## src/rtl/key_entry_pkg.sv

```systemverilog
// rtl/key_entry_pkg.sv - shared types, BCD/time limits and helpers for the keypad entry buffer
package key_entry_pkg;

  typedef enum logic {
    IDLE  = 1'b0,
    ENTRY = 1'b1
  } state_t;

  localparam int unsigned BCD_MAX            = 9;
  localparam int unsigned HR_TENS_MAX        = 2;
  localparam int unsigned HR_UNITS_MAX_AT_20 = 3;
  localparam int unsigned MIN_TENS_MAX       = 5;

  function automatic logic is_bcd(input int unsigned d);
    return d <= BCD_MAX;
  endfunction

endpackage

```

## src/rtl/key_entry_buffer_if.sv

```systemverilog
// rtl/key_entry_buffer_if.sv - keypad-side strobes and load-side results of the entry buffer
interface key_entry_buffer_if #(
  parameter int NUM_DIGITS = 4,
  parameter int DIGIT_W    = 4
);
  localparam int CNT_W = $clog2(NUM_DIGITS + 1);

  logic [DIGIT_W-1:0]            key;
  logic                          key_valid;
  logic                          backspace;
  logic                          clear;
  logic                          commit;
  logic [NUM_DIGITS*DIGIT_W-1:0] digits;
  logic [CNT_W-1:0]              count;
  logic                          entry_active;
  logic                          load_valid;
  logic [NUM_DIGITS*DIGIT_W-1:0] load_digits;
  logic                          error;
  logic                          timeout;

  modport master (
    output key, key_valid, backspace, clear, commit,
    input  digits, count, entry_active, load_valid, load_digits, error, timeout
  );

  modport slave (
    input  key, key_valid, backspace, clear, commit,
    output digits, count, entry_active, load_valid, load_digits, error, timeout
  );

endinterface

```

## src/rtl/key_entry_timer.sv

```systemverilog
// rtl/key_entry_timer.sv - inactivity counter; expire is high in the last idle cycle of the window
module key_entry_timer #(
  parameter int TIMEOUT_CYC = 5000
) (
  input  logic clk,
  input  logic reset,
  input  logic restart,
  input  logic enable,
  output logic expire
);
  localparam int TW = (TIMEOUT_CYC > 2) ? $clog2(TIMEOUT_CYC) : 1;
  localparam logic [TW-1:0] LAST = TW'(TIMEOUT_CYC - 1);

  logic [TW-1:0] cnt;

  always_ff @(posedge clk) begin
    if (reset || restart || !enable) begin
      cnt <= '0;
    end else if (cnt != LAST) begin
      cnt <= cnt + TW'(1);
    end
  end

  // A strobe in the expiry cycle wins over the abort.
  assign expire = enable && !restart && (cnt == LAST);

endmodule

```

## src/rtl/key_entry_buffer.sv

```systemverilog
// rtl/key_entry_buffer.sv - BCD digit-entry buffer with backspace, clear, timeout and validated commit
// Optional HH:MM commit check when TIME_RANGE_CHECK_EN is defined (NUM_DIGITS == 4 only).
module key_entry_buffer
  import key_entry_pkg::*;
#(
  parameter int NUM_DIGITS  = 4,
  parameter int DIGIT_W     = 4,
  parameter int TIMEOUT_CYC = 5000
) (
  input logic               clk,
  input logic               reset,
  key_entry_buffer_if.slave kb
);
  localparam int CNT_W = $clog2(NUM_DIGITS + 1);
  localparam logic [CNT_W-1:0] FULL = CNT_W'(NUM_DIGITS);

  state_t                             state;
  logic [NUM_DIGITS-1:0][DIGIT_W-1:0] digit_q;
  logic [NUM_DIGITS-1:0][DIGIT_W-1:0] load_q;
  logic [CNT_W-1:0]                   count_q;
  logic                               load_valid_q;
  logic                               error_q;
  logic                               timeout_q;
  logic                               any_strobe;
  logic                               expire;
  logic                               range_ok;

  assign any_strobe = kb.key_valid | kb.backspace | kb.clear | kb.commit;

  key_entry_timer #(
    .TIMEOUT_CYC(TIMEOUT_CYC)
  ) u_timer (
    .clk    (clk),
    .reset  (reset),
    .restart(any_strobe),
    .enable (state == ENTRY),
    .expire (expire)
  );

`ifdef TIME_RANGE_CHECK_EN
  if (NUM_DIGITS == 4) begin : g_range
    assign range_ok = (32'(digit_q[3]) <= HR_TENS_MAX) &&
                      ((32'(digit_q[3]) != HR_TENS_MAX) || (32'(digit_q[2]) <= HR_UNITS_MAX_AT_20)) &&
                      (32'(digit_q[1]) <= MIN_TENS_MAX);
  end else begin : g_no_range
    assign range_ok = 1'b1;
  end
`else
  assign range_ok = 1'b1;
`endif

  // Priority: clear > commit > backspace > key_valid > inactivity expiry.
  always_ff @(posedge clk) begin
    if (reset) begin
      state        <= IDLE;
      digit_q      <= '0;
      load_q       <= '0;
      count_q      <= '0;
      load_valid_q <= 1'b0;
      error_q      <= 1'b0;
      timeout_q    <= 1'b0;
    end else begin
      load_valid_q <= 1'b0;
      error_q      <= 1'b0;
      timeout_q    <= 1'b0;
      if (kb.clear) begin
        digit_q <= '0;
        count_q <= '0;
        state   <= IDLE;
      end else if (kb.commit) begin
        if (count_q == FULL && range_ok) begin
          load_valid_q <= 1'b1;
          load_q       <= digit_q;
          digit_q      <= '0;
          count_q      <= '0;
          state        <= IDLE;
        end else begin
          error_q <= 1'b1;
        end
      end else if (kb.backspace) begin
        digit_q <= {{DIGIT_W{1'b0}}, digit_q[NUM_DIGITS-1:1]};
        if (count_q != '0) count_q <= count_q - CNT_W'(1);
        if (count_q <= CNT_W'(1)) state <= IDLE;
      end else if (kb.key_valid) begin
        if (!is_bcd(32'(kb.key))) begin
          error_q <= 1'b1;
        end else begin
          // Full buffer keeps shifting; the oldest digit falls off the top.
          digit_q <= {digit_q[NUM_DIGITS-2:0], kb.key};
          if (count_q != FULL) count_q <= count_q + CNT_W'(1);
          state <= ENTRY;
        end
      end else if (expire) begin
        timeout_q <= 1'b1;
        digit_q   <= '0;
        count_q   <= '0;
        state     <= IDLE;
      end
    end
  end

  assign kb.digits       = digit_q;
  assign kb.count        = count_q;
  assign kb.entry_active = (state == ENTRY);
  assign kb.load_valid   = load_valid_q;
  assign kb.load_digits  = load_q;
  assign kb.error        = error_q;
  assign kb.timeout      = timeout_q;

endmodule

```

## src/flat_wrapper.sv

```systemverilog
// flat-port wrapper written by rule: the top's interface ports become plain ports
module key_entry_buffer_flat import key_entry_pkg::*;
#(
  parameter int NUM_DIGITS  = 4,
  parameter int DIGIT_W     = 4,
  parameter int TIMEOUT_CYC = 5000
)
  (clk, reset, kb_key, kb_key_valid, kb_backspace, kb_clear, kb_commit, kb_digits, kb_count, kb_entry_active, kb_load_valid, kb_load_digits, kb_error, kb_timeout);
  key_entry_buffer_if #(.NUM_DIGITS(NUM_DIGITS), .DIGIT_W(DIGIT_W)) kb_i ();
  input logic clk;
  input logic reset;
  input wire logic [$bits(kb_i.key)-1:0] kb_key;
  input wire logic [$bits(kb_i.key_valid)-1:0] kb_key_valid;
  input wire logic [$bits(kb_i.backspace)-1:0] kb_backspace;
  input wire logic [$bits(kb_i.clear)-1:0] kb_clear;
  input wire logic [$bits(kb_i.commit)-1:0] kb_commit;
  output wire logic [$bits(kb_i.digits)-1:0] kb_digits;
  output wire logic [$bits(kb_i.count)-1:0] kb_count;
  output wire logic [$bits(kb_i.entry_active)-1:0] kb_entry_active;
  output wire logic [$bits(kb_i.load_valid)-1:0] kb_load_valid;
  output wire logic [$bits(kb_i.load_digits)-1:0] kb_load_digits;
  output wire logic [$bits(kb_i.error)-1:0] kb_error;
  output wire logic [$bits(kb_i.timeout)-1:0] kb_timeout;
  assign kb_i.key = kb_key;
  assign kb_i.key_valid = kb_key_valid;
  assign kb_i.backspace = kb_backspace;
  assign kb_i.clear = kb_clear;
  assign kb_i.commit = kb_commit;
  assign kb_digits = kb_i.digits;
  assign kb_count = kb_i.count;
  assign kb_entry_active = kb_i.entry_active;
  assign kb_load_valid = kb_i.load_valid;
  assign kb_load_digits = kb_i.load_digits;
  assign kb_error = kb_i.error;
  assign kb_timeout = kb_i.timeout;
  key_entry_buffer #(.NUM_DIGITS(NUM_DIGITS), .DIGIT_W(DIGIT_W), .TIMEOUT_CYC(TIMEOUT_CYC)) u_core (.clk(clk), .reset(reset), .kb(kb_i));
endmodule
```

## config.mk

```make
export PLATFORM = sky130hd
export DESIGN_NAME = key_entry_buffer_flat
export DESIGN_NICKNAME = d
export VERILOG_FILES = /design/src/rtl/key_entry_pkg.sv /design/src/rtl/key_entry_buffer_if.sv /design/src/rtl/key_entry_timer.sv /design/src/rtl/key_entry_buffer.sv /design/src/flat_wrapper.sv
export SDC_FILE = /design/constraint.sdc
export NUM_CORES = 1
export LEC_CHECK = 0
export ABC_AREA = 1
export BUFFER_PORTS_ARGS = -buffer_cell sky130_fd_sc_hd__buf_4
export CORE_ASPECT_RATIO = 0.8
export CORE_MARGIN = 2
export CORE_UTILIZATION = 49
export CTS_BUF_LIST = sky130_fd_sc_hd__clkbuf_16
export CTS_CLUSTER_SIZE = 10
export DETAILED_ROUTE_END_ITERATION = 7
export GPL_TIMING_DRIVEN = 0
export PLACE_DENSITY_LB_ADDON = 0.3
export REMOVE_ABC_BUFFERS = 1
export SYNTH_ARGS = -nofsm -noshare
export SYNTH_HDL_FRONTEND = slang
export SYNTH_HIERARCHICAL = 1
export SYNTH_SLANG_ARGS = --single-unit
```

## constraint.sdc

```tcl
create_clock -name clk -period 1.97 [get_ports clk]
set_input_delay 0.394 -clock clk [delete_from_list [all_inputs] [get_ports clk]]
set_output_delay 0.394 -clock clk [all_outputs]
set_load 0.02 [all_outputs]
```

==> out/results.ini <==
[status]
status=finished, final reports clean

[timing]
slew_headroom=0.309
fin_crit_sh=0.949
drv_slew=0
clock_skew_ns=0.00416
tightest_slew_ns=1.03
hold_violations=0
min_period_ns=1.87
fmax_mhz=535
tns_ns=0
setup_viol=0

[flow_run]
cap_viol_max_count=0

[clock_tree]
clkTransAtPathRegs_ns=0.07
clock-sinks=52
h-tree-depth=2
tritoncts=done
cts_buffer_depth=2
cts_hold_buf=0
cts_root_buf=clkbuf_16
clk_latency_ns=0.28
numCtsBuffers=5

[die]
rows=22
design.core.area_mm2=0.00465
die_w_um=82.1
start_util=0.514
pin_count=49
die_area_mm2=0.00546
die_h_um=66.5

[detailed_routing]
drtPass1Iterations=5
wl_per_cell_um=12.8
drt-initial-drc-count=208
drc=0
wirelength_mm=5.82
postRouteAntennaNets=0
vias_per_cell=5.23
vias=2375

[yosys]
post_synth_instance_area_mm2=0.00239
ys.warnings.count=6
syn_avg_cell_area_um2=7.05
synth.most_common_cell=nand2_1
syn_inst=339
ys_seq_area_frac=0.436
ys_seq_elements=52
yosysTopAreaCellShare=0.436
synthTopCellsByArea=dfxtp_1 44%, nand2_1 11%, nor2_1 8.8%, a21oi_1 7.3%, o21ai_0 6.3%
synthArstFlopShare=0
synth_top_area_cell=dfxtp_1
synthFlopType=dfxtp_1
synth_commonest_cells=67 x nand2_1, 56 x nor2_1, 52 x dfxtp_1
synth_edf_count=0
synth_cell_types=28

[grt]
antenna_found_initial=0
grt_max_degree=29
grt_usage=0.227
grt_pass1_vias=2071
grt_overflow=0
grt_pass1_wl_mm=9.64

[final_layout]
finalNetCount=408
drive_above_1_share=0.208
fin_util=0.653
syn_to_final_growth_pct=27.1
n_antenna_cell=0

[power]
total_power_uw=2170
p_leak_uw=0.00123
vdd_ir_drop_max_uv=516
cellPowerDensity_mw_per_mm2=715

[placed_design]
dpl.hpwl_mm=3.94
gp_congestion=0.858
io_buffer_count=48

[setup_path]
cp-end-kind=register
cp.required_ns=2.18
arrival_ns=2.08
criticalPathCategory=reg -> reg
cp_max_fo=6
r2r_setup_slack_ns=0.10
rr_worst_depth=12
startpoint=u_core/u_timer/cnt[1]$_SDFFE_PP0P_
cp-start-kind=register
r2r-start=u_core/u_timer/cnt[1]$_SDFFE_PP0P_

[min_path]
min_path_cells=2
hold_path.class=in -> reg
min_from=reset

## placed cells by master, fill, tap and decap left out, types with 3 or more instances in the layout
cell type and instances:
a22oi_1 4, nand2_1 67, nand3_2 3, dfxtp_1 50, buf_4 53, inv_2 3, ha_1 4, inv_1 37
nand3_1 14, a21oi_1 34, o21ai_0 30, nor2_1 54, o22ai_1 6, clkbuf_16 5
## worst max-delay path: stages, from the launching register on
cell and delay [ns]:
dfxtp_2 0.37, ha_4 0.17, nand2_1 0.07, nor2_2 0.13
nand3_2 0.13, nor3_2 0.12, inv_1 0.08, nand3_2 0.12
nand3_4 0.17, buf_12 0.19, nand2_1 0.06, nand2_1 0.05
a21oi_1 0.16
## flip-flops by register name (all words and copies together), names as in the netlist
signal and cells:
u_core/kb.load_digits 16, u_core/kb.digits 16, u_core/kb.count 3, u_core/kb.entry_active 1, u_core/kb.timeout 1, u_core/kb.load_valid 1, u_core/u_timer/cnt 13, u_core/kb.error 1
## path summary, 6_finish.rpt
path / to
setup / recovery: u_core/kb.digits[9]$_SDFFE_PP0P_
hold / removal: u_core/kb.load_valid$_SDFF_PP0_
setup reg to reg: u_core/kb.digits[9]$_SDFFE_PP0P_
hold reg to reg: u_core/u_timer/cnt[12]$_SDFFE_PP0P_
## metrics by stage
step / hold slack [ns] / worst slack (ns) / area, µm² / std cells
after floorplan: 0.452 / -0.107 / 2330 / 331
after global placement: 0.466 / -0.511 / 2770 / 439
after detailed placement: 0.474 / -0.581 / 2770 / 439
after CTS: 0.328 / 0.0228 / 3000 / 451
after global routing: 0.333 / -0.0277 / 3040 / 454
final: 0.329 / 0.101 / 3040 / 454
## cell families after synthesis
group,synth area share
simple gates,0.264
xor+xnor,0.0110
flops,0.436
compound gates,0.173
fa+ha+maj,0.0262
buf+inv,0.0906
## layout make-up
| type | count | area [µm²] |
|---|---|---|
| sequential | 52 | 1050 |
| inverter | 43 | 169 |
| clock buffer | 5 | 125 |
| timing repair buffer | 54 | 418 |
| tap | 60 | 75.1 |
| fill | 432 | 1610 |
| clock inverter | 3 | 18.8 |
| multi-input combinational | 237 | 1190 |
## where the power goes
group / internal, µW / switching [µW]
clock network: 466 / 367
registers: 1070 / 17.3
logic: 92.8 / 157
total: 1630 / 541
## routing by layer
| metal | part of all wire | global-route usage |
|---|---|---|
| met1 | 0.47 | 0.330 |
| met2 | 0.45 | 0.341 |
| met3 | 0.078 | 0.0501 |
| met4 | 0.0052 | 0.0521 |
| met5 | 0 | 0 |
## timing repair
item | in CTS | in global routing
cloned | 1 | 0
pin swaps | 1 | 1
endpoints found under the setup margin | 20 | 32
gates resized for setup | 8 | 8
setup buffers | 3 | 3
Power figures use the tool's default switching activity.
